==> config.mk <==
export PLATFORM = sky130hd
export DESIGN_NAME = p4_router_ingress_dwrr_sched
export DESIGN_NICKNAME = d
export VERILOG_FILES = /design/src/rtl/p4_router_ingress_dwrr_sched.sv
export SDC_FILE = /design/constraint.sdc
export NUM_CORES = 1
export LEC_CHECK = 0
export BUFFER_PORTS_ARGS = -buffer_cell sky130_fd_sc_hd__buf_4
export CAP_MARGIN = 20
export CORE_ASPECT_RATIO = 1.75
export CORE_MARGIN = 10
export CORE_UTILIZATION = 45
export DETAILED_ROUTE_END_ITERATION = 12
export PLACE_DENSITY = 0.72
export SYNTH_ARGS = -nofsm -noshare
export SYNTH_HDL_FRONTEND = slang
export SYNTH_SLANG_ARGS = --single-unit
==> constraint.sdc <==
create_clock -name clk -period 4.25 [get_ports clk]
set_clock_uncertainty 0.15 [all_clocks]
set_input_delay 0.85 -clock clk [delete_from_list [all_inputs] [get_ports clk]]
set_output_delay 0.85 -clock clk [all_outputs]
set_load 0.02 [all_outputs]
==> src/rtl/p4_router_ingress_dwrr_sched.sv <==
// Deficit-weighted round-robin grant scheduler for the ingress buffer read side.
// Offers one (port, length) grant at a time and waits for pkt_done before scheduling again.
module p4_router_ingress_dwrr_sched #(
   parameter int unsigned NUM_PORTS     = 4,
   parameter int unsigned LEN_WIDTH     = 12,
   parameter int unsigned QUANTUM_WIDTH = 12,
   parameter int unsigned DEFICIT_WIDTH = 14,
   localparam int unsigned PORT_W = (NUM_PORTS > 1) ? $clog2(NUM_PORTS) : 1
) (
   input  logic                               clk,
   input  logic                               aresetn,
   input  logic [NUM_PORTS-1:0]               pkt_avail,
   input  logic [NUM_PORTS*LEN_WIDTH-1:0]     head_len,
   input  logic [NUM_PORTS*QUANTUM_WIDTH-1:0] quantum,
   output logic                               sched_valid,
   output logic [PORT_W-1:0]                  sched_port,
   output logic [LEN_WIDTH-1:0]               sched_len,
   input  logic                               sched_ready,
   input  logic                               pkt_done,
   output logic                               proto_err
);

   localparam int unsigned MAX_IN_W = (LEN_WIDTH > QUANTUM_WIDTH) ? LEN_WIDTH : QUANTUM_WIDTH;
   localparam int unsigned SUM_W    = DEFICIT_WIDTH + 1;

   // Saturation only guarantees service if the deficit can exceed any length/quantum.
   if (DEFICIT_WIDTH <= MAX_IN_W) begin : gen_width_check
      $error("DEFICIT_WIDTH must exceed both LEN_WIDTH and QUANTUM_WIDTH");
   end

   typedef enum logic [1:0] {StArrive, StCheck, StOffer, StBusy} state_e;

   state_e                   state_q, state_d;
   logic [PORT_W-1:0]        cur_q, cur_d;
   logic [DEFICIT_WIDTH-1:0] deficit_q [NUM_PORTS];
   logic [DEFICIT_WIDTH-1:0] deficit_d [NUM_PORTS];
   logic                     valid_q, valid_d;
   logic [PORT_W-1:0]        port_q, port_d;
   logic [LEN_WIDTH-1:0]     len_q, len_d;
   logic                     err_q, err_d;

   logic [LEN_WIDTH-1:0]     len_arr [NUM_PORTS];
   logic [QUANTUM_WIDTH-1:0] quant_arr [NUM_PORTS];

   for (genvar p = 0; p < NUM_PORTS; p++) begin : gen_unpack
      assign len_arr[p]   = head_len[p*LEN_WIDTH +: LEN_WIDTH];
      assign quant_arr[p] = quantum[p*QUANTUM_WIDTH +: QUANTUM_WIDTH];
   end

   logic                     cur_avail;
   logic [LEN_WIDTH-1:0]     cur_len;
   logic [DEFICIT_WIDTH-1:0] cur_def;
   logic [SUM_W-1:0]         def_sum;
   logic [DEFICIT_WIDTH-1:0] def_sat;
   logic                     len_fits;
   logic [PORT_W-1:0]        cur_next;

   always_comb begin
      cur_avail = pkt_avail[cur_q];
      cur_len   = len_arr[cur_q];
      cur_def   = deficit_q[cur_q];
      def_sum   = {1'b0, cur_def} + SUM_W'(quant_arr[cur_q]);
      def_sat   = def_sum[DEFICIT_WIDTH] ? {DEFICIT_WIDTH{1'b1}} : def_sum[DEFICIT_WIDTH-1:0];
      len_fits  = DEFICIT_WIDTH'(cur_len) <= cur_def;
      cur_next  = (cur_q == PORT_W'(NUM_PORTS - 1)) ? '0 : cur_q + 1'b1;
   end

   always_comb begin
      state_d   = state_q;
      cur_d     = cur_q;
      deficit_d = deficit_q;
      valid_d   = valid_q;
      port_d    = port_q;
      len_d     = len_q;
      // pkt_done is only meaningful while a granted packet is in flight.
      err_d     = pkt_done && (state_q != StBusy);

      case (state_q)
         StArrive: begin
            if (cur_avail) begin
               deficit_d[cur_q] = def_sat;
               state_d          = StCheck;
            end else begin
               deficit_d[cur_q] = '0;
               cur_d            = cur_next;
            end
         end
         StCheck: begin
            if (cur_avail && len_fits) begin
               port_d  = cur_q;
               len_d   = cur_len;
               valid_d = 1'b1;
               state_d = StOffer;
            end else begin
               if (!cur_avail) begin
                  deficit_d[cur_q] = '0;
               end
               cur_d   = cur_next;
               state_d = StArrive;
            end
         end
         StOffer: begin
            if (sched_ready) begin
               // CHECK guaranteed len_q <= deficit, so this cannot underflow.
               deficit_d[cur_q] = cur_def - DEFICIT_WIDTH'(len_q);
               valid_d          = 1'b0;
               state_d          = StBusy;
            end
         end
         StBusy: begin
            if (pkt_done) begin
               state_d = StCheck;
            end
         end
         default: state_d = StArrive;
      endcase
   end

   always_ff @(posedge clk or negedge aresetn) begin
      if (!aresetn) begin
         state_q <= StArrive;
         cur_q   <= '0;
         valid_q <= 1'b0;
         port_q  <= '0;
         len_q   <= '0;
         err_q   <= 1'b0;
         for (int p = 0; p < NUM_PORTS; p++) begin
            deficit_q[p] <= '0;
         end
      end else begin
         state_q   <= state_d;
         cur_q     <= cur_d;
         valid_q   <= valid_d;
         port_q    <= port_d;
         len_q     <= len_d;
         err_q     <= err_d;
         deficit_q <= deficit_d;
      end
   end

   assign sched_valid = valid_q;
   assign sched_port  = port_q;
   assign sched_len   = len_q;
   assign proto_err   = err_q;

endmodule

# ---- After elaboration in Yosys (flattened, before gate mapping)
# Index checks and enable logic that the tools add are counted.
# W data, S select, Z words.
dict set report classes {
  add_sub_neg 3
  mul 0
  div_mod_pow 0
  order_cmp 4
  eq_ne 12
  shift 0
  n_mux 33
  bitwise_logic 3
  reduce_logical 12
}
# cell n
set ops {}
lappend ops {{$mux W56} 4}
lappend ops {{$pmux W56 S3} 1}
lappend ops {{$bwmux W56} 2}
lappend ops {{$and A56 B56 Y56} 1}
lappend ops {{$mux W14} 4}
lappend ops {{$not A56 Y56} 1}
lappend ops {{$bmux W12 S2} 2}
lappend ops {{$mux W12} 4}
lappend ops {{$bmux W14 S2} 1}
lappend ops {{$demux W14 S2} 1}
lappend ops {{$ne A2 B2 Y1 const B} 8}
lappend ops {{$add A14 B12 Y15} 1}
lappend ops {{$le A12 B14 Y1} 1}
lappend ops {{$mux W2} 7}
lappend ops {{$sub A14 B12 Y14} 1}
lappend ops {{$reduce_and A3 Y1} 3}
lappend ops {{$pmux W2 S4} 1}
lappend ops {{$eq A2 B2 Y1 const B} 3}
lappend ops {{$pmux W2 S2} 1}
lappend ops {{$reduce_and A4 Y1} 1}
lappend ops {{$reduce_bool A2 Y1} 2}
lappend ops {{$ge A3 B3 Y1 const B} 1}
lappend ops {{$logic_and A1 B1 Y1} 3}
lappend ops {{$lt A2 B3 Y1 const B} 1}
lappend ops {{10 further kinds} 12}
dict set report word_totals {
  regBits 76
  latch_bits 0
  mem_bits_rw 0
  romBits 0
  inputBits 104
  out_inout_bits 16
  word_cells 77
  memories 0
}

# ---- Depth between registers and ports, before layout
# Gate-level depths: netlist of run 1.
dict set report depth {
  ltp_word 10
  ltp_mapped 14
  ltp_nobuf 11
}

# ---- Least setup slack after synthesis of run 1
# Ideal clock, no wire load.
dict set report synth_timing {
  path_type {register to register}
  startpoint {register cur_q[0]}
  endpoint {register with a tool-made name}
  setup_time_ns 0.122
  arrival_ns 3.783
  t_required_ns 3.978
  path_slack_ns 0.195
  stages_incl_launch_ff 13
  path_buffers 4
  period_less_slack_ns 4.055
  cell_sequence {dfrtp_1 > buf_6 > clkbuf_1 > buf_2 > mux4_2 > ha_1 > clkbuf_1 > a21o_1 > a21o_1 > o311ai_4 > o21ai_2 > a221o_1 > a32o_1}
}
# element line
set synth_lines {}
lappend synth_lines {{from (decl)} 34} ;# logic [PORT_W-1:0] cur_q, cur_d;
lappend synth_lines {{from (signal assigned)} 132} ;# cur_q <= cur_d;

==> results of run 1 <==
routing by layer:
metal	vias to the layer above	global-route usage [%]
met5	-	0
met4	0	14.4
met3	119	3.68
met2	404	42.0
met1	3426	24.8
li1	3207	-
worst register-to-register path, stage by stage, from the launching register on:
cell,delay (ns)
sky130_fd_sc_hd__dfrtp_4,0.60
sky130_fd_sc_hd__mux4_2,0.63
sky130_fd_sc_hd__ha_1,0.26
sky130_fd_sc_hd__inv_1,0.10
sky130_fd_sc_hd__fa_1,0.20
sky130_fd_sc_hd__nor2b_1,0.07
sky130_fd_sc_hd__o31ai_2,0.33
sky130_fd_sc_hd__a21oi_2,0.17
sky130_fd_sc_hd__o311ai_4,0.54
sky130_fd_sc_hd__o21ai_2,0.18
sky130_fd_sc_hd__a221o_1,0.35
sky130_fd_sc_hd__a32o_1,0.26
per-stage QoR:
step           cells  hold slack, ns  setup slack, ns  utilization, %
5_1_grt         1084           0.232           0.0494            55.4
4_1_cts         1083           0.371            0.245            55.2
3_5_place_dp    1067           0.347            0.111            53.3
6_report        1084           0.223            0.327            55.4
3_3_place_gp    1067           0.339            0.134            53.3
2_1_floorplan    788           0.314            0.195               -
cells in the final DEF, fill, tap and decap left out, types with 8 or more instances in the layout:
cell type                     n
sky130_fd_sc_hd__inv_1       38
sky130_fd_sc_hd__o21bai_1    10
sky130_fd_sc_hd__nor2_1      52
sky130_fd_sc_hd__mux4_2      39
sky130_fd_sc_hd__ha_1        44
sky130_fd_sc_hd__and2_1      11
sky130_fd_sc_hd__a221o_1      8
sky130_fd_sc_hd__nand2_1     75
sky130_fd_sc_hd__nand3_1     15
sky130_fd_sc_hd__a21o_1       8
sky130_fd_sc_hd__clkbuf_16    9
sky130_fd_sc_hd__nor3_1      11
sky130_fd_sc_hd__a31oi_1     11
sky130_fd_sc_hd__a22oi_1      8
sky130_fd_sc_hd__a221oi_1    34
sky130_fd_sc_hd__dfrtp_1     74
sky130_fd_sc_hd__a32o_1       8
sky130_fd_sc_hd__buf_4      152
sky130_fd_sc_hd__xor2_1       8
sky130_fd_sc_hd__o21a_1      11
sky130_fd_sc_hd__nand2b_1    10
sky130_fd_sc_hd__nand4_1      9
sky130_fd_sc_hd__a211oi_1    22
sky130_fd_sc_hd__o21ai_1     35
sky130_fd_sc_hd__o31ai_1      9
sky130_fd_sc_hd__o21ai_0     44
sky130_fd_sc_hd__a21oi_1     42
repair_timing:
item / CTS / global route
setup endpoints to repair: 0 / 3
gates resized for setup: 0 / 1
endpoints found under the hold margin: 0 / 0
worst max-delay path by stage:
stage | from | to | slack [ns] | depth (start not counted)
finish | cur_q[0] | flop | 0.33 | 11
global route | cur_q[0] | flop | 0.05 | 11
CTS | cur_q[0] | flop | 0.25 | 11
detailed placement | quantum[36] | flop | 0.11 | 12
global placement | quantum[0] | flop | 0.13 | 12
floorplan | cur_q[0] | flop | 0.20 | 12
cell type report:
type                       instances  area share, %
clock buffer                      12           3.13
clock inverter                     4          0.264
inverter                          39           1.72
multi-input combinational        611           55.4
sequential                        76           22.4
tap                              186           2.73
timing repair buffer             156           14.4
cells by family after synthesis:
logic type,share of synthesized area (%)
buffers and inverters,5.95
adder cells (fa/ha/maj),8.56
multiplexers,13.6
AO/OA/AOI/OAI,28.4
AND/OR/NAND/NOR,14.9
XOR/XNOR,1.62
flip-flops,27.0
==> run summary, run 1 <==
The flow ran to the end, and the final reports show no timing, DRC or antenna violations. In this run the cell area measured after placement is 8210 um2. The worst hold path belongs to the class in -> async. Across the run, the number of max-cap violations was 0.

The via count is 7156, and the horizontal extent of the die is 115 um. The leading register cell type out of synthesis is sky130_fd_sc_hd__dfrtp_1. A synthesized cell averages 8.94 um2. For the hold violation total from the final report, the log shows 0. Counting every net in the synthesized netlist gives 939.

In the final routed layout, each cell accounts on average for 23.6 um. After clock tree synthesis, the clock-pin slew on the worst setup and hold paths is 0.07 ns. The setup fix buffers added after clock tree synthesis came out at 0. The category of the most critical setup path is reg -> reg.

The mapped netlist covers 7040 um2. The final layout contains routed wiring with a total length of 25500 um. The tools report the clock latency at the later pin of the worst-skew pair as 0.34 ns. The final number of max-transition violations was 0; the count of boundary I/O pins was 120.

For the worst setup path, the data arrival time is 4.00 ns. Counting the fill cells in the layout gives 1401. The area share of the largest cell type after synthesis is 27.0%.

After synthesis, the netlist uses 65 different library cells. The pre-antenna-repair detailed-routing pass consisted of 5 iterations. The tools report the wire length on met3 as 1940 um.

After synthesis, the cell types taking the most area are sky130_fd_sc_hd__dfrtp_1 27%, sky130_fd_sc_hd__mux4_2 12%, sky130_fd_sc_hd__ha_1 8.0%, sky130_fd_sc_hd__a221oi_1 4.2%, sky130_fd_sc_hd__nand2_1 4.0%. Counting along the longest clock path gives a buffer depth of 2. For this run, the top clock speed supported by timing is 255 MHz. At the end of routability-driven placement, the weighted congestion stood at 0.970. The cell count after synthesis came out at 788. Once the floorplan was initialized, standard cells occupied 45.8% of the core. Setup repair after global routing left no endpoint under its margin. The final HPWL from detailed placement is 19600 um, and the largest fanout on the critical path is 12. The number of cells on the worst reg-to-reg path is 11, and the number of synthesized register bits is 76. The die covers 21300 um2. The most common cell in the synthesized netlist was sky130_fd_sc_hd__dfrtp_1. TritonCTS built the clock tree.

The count of buffers from port buffering is 119, and the height of the die is 186 um. The total global routing overflow was 0. The footprint of the multi-input gates came out at 4720 um2.

The master cell of the clock root buffer was sky130_fd_sc_hd__clkbuf_16. The area growth from synthesis to final layout works out to 21.1%. Endpoint type of the worst setup path: a flop.

Setup violations remaining at the end of the flow were counted as 0. The sequential share of the synthesized area is 27.0%, and the highest cell delay on the worst timing path is 0.62 ns. The register-to-register setup slack was 0.33 ns.

Signal routing reaches up to met4. Traced cell by cell, the critical path runs through mux4_2 > ha_1 > inv_1 > fa_1 > nor2b_1 > o31ai_2 > a21oi_2 > o311ai_4 > o21ai_2 > a221o_1 > a32o_1. Broken down by cell family, the worst path's largest delay share belongs to compound AO/OA/AOI/OAI gates. The startpoint identified for the worst register-to-register timing path is cur_q[0].

For the number of warnings printed during yosys synthesis, the log shows 0. In this run the remaining antenna-violating nets after routing total 0. After routing, the total negative slack on setup checks comes to 0 ns. Sorting the synthesized cells by how often they occur yields 76 x sky130_fd_sc_hd__dfrtp_1, 75 x sky130_fd_sc_hd__nand2_1, 52 x sky130_fd_sc_hd__nor2_1. After routing the design area is 8530 um2. The number of global-route vias before repair is 7369, and the antenna diode instance count is 0.

Buffers inserted to repair hold after CTS numbered 0. The final clock period utilization by the worst path came out at 92.3%. The wire length the detailed router placed on met1 is 8670 um. TritonCTS created 9 clock buffers. In the synthesized netlist the async set-or-reset flop fraction comes to 100%.

Of the cells placed in the final design, the portion with a size suffix greater than 1 is 27.8%. The initial antenna violation count is 0, and the number of synthesized flops with an enable pin is 0. Row generation in the floorplan step produced 60 rows. The clock drives 76 sinks.

The headroom to the max-slew limit is 48.1%, and the transition time at the pin with the least slew margin is 0.771 ns. Leading area contributor after synthesis: sky130_fd_sc_hd__dfrtp_1. The post-route minimum period works out to 3.92 ns.

For this run, design rule violations remaining after detail routing come to 0. At the worst endpoint, the required time is 4.33 ns. The detailed router finished its first iteration with 827 violations.

For the net total in the final layout, the log shows 1044. The first global-routing pass estimated 39300 um of wire. STA classifies the critical path startpoint as a flop. The H-tree was split into 3 levels.

The wire length on met2 came out at 13300 um. The area used by sequential logic in the layout is 1910 um2, and the maximum number of pins on one net before global-route repair is 77. For this design, the slowest cell found on the critical path is sky130_fd_sc_hd__mux4_2. The vias per cell works out to 6.60. Number of buffer and inverter stages on the critical path: 1. The global router's overall resource usage was 23.4%; the area of the core region was 15400 um2.
Power of run 1 is not shown: default switching activity piles up to over one toggle a cycle in this logic, so the estimate is an artifact.
==> inputs of run 2 (changes only) <==
--- a/config.mk
+++ b/config.mk
@@ -5,13 +5,14 @@
 export SDC_FILE = /design/constraint.sdc
 export NUM_CORES = 1
 export LEC_CHECK = 0
+export ABC_AREA = 1
 export BUFFER_PORTS_ARGS = -buffer_cell sky130_fd_sc_hd__buf_4
 export CAP_MARGIN = 20
 export CORE_ASPECT_RATIO = 1.75
 export CORE_MARGIN = 10
 export CORE_UTILIZATION = 45
 export DETAILED_ROUTE_END_ITERATION = 12
-export PLACE_DENSITY = 0.72
+export PLACE_DENSITY = 0.71
 export SYNTH_ARGS = -nofsm -noshare
 export SYNTH_HDL_FRONTEND = slang
 export SYNTH_SLANG_ARGS = --single-unit
==> run 2 against run 1 <==
Via count is 33% higher; maximum frequency is 3.5% higher; worst hold slack better by 0.032 ns; final cell count is 48% higher; design area is 8.6% higher; highest routed layer unchanged.
==> run summary, run 2 <==
Hold violation total from the final report: 0 (unchanged). The leading register cell type out of synthesis was sky130_fd_sc_hd__dfrtp_1. The tools report the post-CTS resize count as 0 (unchanged). CTS placed an instance of sky130_fd_sc_hd__clkbuf_16 at the clock tree root. The distinct cell type count of the synthesized netlist came out at 37 (-43%).

The clock latency at the later pin of the worst-skew pair was 0.36 ns (+0.02 ns). The number of cells on the worst reg-to-reg path was 19 (+8); the TritonCTS sink count was 76 (unchanged). The register-to-register setup slack was 0.46 ns (+0.13 ns); the area growth from synthesis to final layout was 18.3%. For the final number of max-transition violations, the log shows 0 (unchanged). The worst setup path is launched from a flop.

The synthesized area divided by synthesized cell count is 6.09 um2 (-32%), and the clock transition at the registers of the reported paths is 0.07 ns (about the same). The endpoint type of the worst setup path was a flop. For the setup fix buffers added after clock tree synthesis, the log shows 0 (unchanged).

The final weighted congestion of routability-driven global placement is 0.966 (-0.47%), and the post-synthesis async set-or-reset flop share is 100% (unchanged). The run gives 264 MHz (+3.5%) as the highest attainable clock frequency. Setup repair after global routing left no endpoint under its margin. The logs give 1900 um2 (-0.20%) for the area used by sequential logic in the layout and 17000 um2 (+11%) for the area of the core region. The detailed-route wire length per cell is 19.3 um (-18%), and the number of buffers inserted by hold repair at cts is 0 (unchanged). The data required time at the worst endpoint is 4.37 ns (+0.04 ns), and the number of rows in the core area is 63 (+5.0%). The setup violation total in the final timing report was 0 (unchanged); the full die area was 23300 um2 (+9.5%). The count of buffers from port buffering was 119 (unchanged); the H-tree depth reported by CTS was 3 (unchanged). The setup TNS was 0 ns (unchanged). The transition time at the pin with the least slew margin is 0.934 ns (+0.163 ns).

The category of the most critical setup path is reg -> reg. The net count after synthesis was 1436 (+53%). The via count is 9539 (+33%). The number of global-route vias before repair came out at 9041 (+23%). Yosys attributes the largest share of cell area to sky130_fd_sc_hd__dfrtp_1 24%, sky130_fd_sc_hd__nand2_1 18%, sky130_fd_sc_hd__nand3_1 11%, sky130_fd_sc_hd__ha_1 7.2%, sky130_fd_sc_hd__a21oi_1 5.6%.

The area share of the largest cell type after synthesis is 24.3% (-2.7 points). After synthesis, the most frequently instantiated cells are 377 x sky130_fd_sc_hd__nand2_1, 173 x sky130_fd_sc_hd__nand3_1, 116 x sky130_fd_sc_hd__nor2_1. The classification of the worst-slack hold path is in -> async. The post-route minimum period was 3.79 ns (-0.132 ns).

Summed over all instances, the cell type with the most area after synthesis is sky130_fd_sc_hd__dfrtp_1. The horizontal extent of the die was 120 um (+4.5%); the height of the die was 194 um (+4.8%). Global router's overall resource usage: 25.3% (+1.9 points).

The number of iterations in the first detailed-routing pass is 7 (+2). The logs give 0 (unchanged) for the total global routing overflow and 46.0% (+0.20 points) for the initial cell density of the core. The initial antenna violation count is 0 (unchanged).

The maximum number of pins on one net before global-route repair is 88 (+14%). Global-route wire length before repair: 47800 um (+22%). The logs give 120 (unchanged) for the count of boundary I/O pins and 0 (unchanged) for the number of remaining DRC errors. The antenna violation net count after detailed routing was 0 (unchanged); the number of max-capacitance violations reported was 0 (unchanged). The final clock period utilization by the worst path was 89.2% (-3.1 points).

The cell area after synthesis is 7830 um2 (+11%). The number of synthesized register bits works out to 76 (unchanged). For the antenna diode instance count, the log shows 0 (unchanged). The footprint of the multi-input gates is 5160 um2 (+9.2%), and the DRC marker count from the first detailed-route iteration is 1265 (+53%).

The post-synthesis instance total is 1285 (+63%), and the sequential share of the synthesized area is 24.3% (-2.7 points). The most common cell in the synthesized netlist is sky130_fd_sc_hd__nand2_1. TritonCTS built the clock tree. The largest fanout on the critical path was 22 (+10); the net total in the final layout was 1526 (+46%). The library cells used most frequently in the layout, excluding fill and tap cells, are 377 x sky130_fd_sc_hd__nand2_1, 173 x sky130_fd_sc_hd__nand3_1, 148 x sky130_fd_sc_hd__buf_4. The proportion of layout cells with a drive suffix above 1 was 14.1% (-14 points); the number of buffers on the longest clock path was 2 (unchanged). The final HPWL from detailed placement is 22600 um (+15%). The headroom to the max-slew limit was 37.7% (-10 points). The run gives 3.91 ns (-0.09 ns) as the data arrival time of the critical path.

The most common cell after layout, fill and taps aside is sky130_fd_sc_hd__nand2_1. The sum of routed wire length over all layers is 31000 um (+21%), and the number of warnings printed during yosys synthesis is 0 (unchanged). The run gives 1771 (+26%) as the number of inserted filler cells in the final layout.

The run finished with clean final reports. The startpoint identified for the worst register-to-register timing path is cur_q[0]. The number of synthesized flops with an enable pin works out to 0 (unchanged). The vias per cell was 5.94 (-10%). Total CTS buffers: 9 (unchanged).
-- run 2: routing by layer --
| metal | part of all wire [%] | up-vias | track usage, % |
|---|---|---|---|
| met5 | 0 | - | 0 |
| met4 | 6.3 | 0 | 15.9 |
| met3 | 7.8 | 132 | 3.74 |
| met2 | 49 | 535 | 43.6 |
| met1 | 37 | 4379 | 28.3 |
| li1 | - | 4493 | - |
-- run 2: layout make-up --
| cell class | instances | area share [%] |
|---|---|---|
| Multi-Input combinational cell | 1025 | 55.7 |
| Sequential cell | 76 | 20.5 |
| Timing Repair Buffer | 152 | 12.8 |
| Inverter | 111 | 4.53 |
| Tap cell | 227 | 3.07 |
| Clock buffer | 12 | 2.77 |
| Clock inverter | 4 | 0.513 |
-- run 2: how the worst max path moves through the flow --
stage / startpoint / endpoint / slack [ns] / cells past startpoint
5_1_grt: cur_q[0] / flop / 0.18 / 19
6_report: cur_q[0] / flop / 0.46 / 19
3_3_place_gp: cur_q[0] / flop / 0.57 / 18
2_1_floorplan: cur_q[0] / flop / 0.90 / 22
3_5_place_dp: cur_q[0] / flop / 0.54 / 19
4_1_cts: cur_q[0] / flop / 0.53 / 19
-- run 2: stage by stage --
step / utilization (%) / hold slack (ns) / worst slack (ns) / std cells / area, um2
2_1_floorplan: - / 0.343 / 0.896 / 1285 / 7830
3_3_place_gp: 52.4 / 0.314 / 0.569 / 1589 / 8920
3_5_place_dp: 52.4 / 0.325 / 0.543 / 1590 / 8930
4_1_cts: 54.2 / 0.340 / 0.532 / 1606 / 9230
5_1_grt: 54.4 / 0.277 / 0.177 / 1607 / 9260
6_report: 54.4 / 0.255 / 0.459 / 1607 / 9260
-- run 2: cells by family (layout without fill, tap and decap cells) --
family / after synthesis / in the layout / share of synthesized area, %
simple gates: 687 / 687 / 36.5
compound gates: 283 / 283 / 20.8
buf+inv: 184 / 279 / 9.75
flops: 76 / 76 / 24.3
fa+ha+maj: 47 / 47 / 7.71
xor+xnor: 8 / 8 / 0.895
-- run 2: critical path: stages, from the launching register on --
cell and delay (ns):
sky130_fd_sc_hd__dfrtp_2 0.44, sky130_fd_sc_hd__inv_2 0.38, sky130_fd_sc_hd__buf_4 0.24, sky130_fd_sc_hd__o21ai_0 0.08, sky130_fd_sc_hd__o22ai_1 0.18, sky130_fd_sc_hd__ha_1 0.23, sky130_fd_sc_hd__inv_1 0.07, sky130_fd_sc_hd__fa_1 0.45
sky130_fd_sc_hd__nand3b_1 0.17, sky130_fd_sc_hd__nand2_1 0.12, sky130_fd_sc_hd__nand2_1 0.06, sky130_fd_sc_hd__nand2_1 0.09, sky130_fd_sc_hd__nand2_1 0.07, sky130_fd_sc_hd__nand2_1 0.09, sky130_fd_sc_hd__nand2_2 0.25, sky130_fd_sc_hd__nand3_1 0.34
sky130_fd_sc_hd__nand2_1 0.08, sky130_fd_sc_hd__nand2_1 0.07, sky130_fd_sc_hd__nand2_1 0.06, sky130_fd_sc_hd__o21ai_0 0.08
Power of run 2 is left out for the same reason.
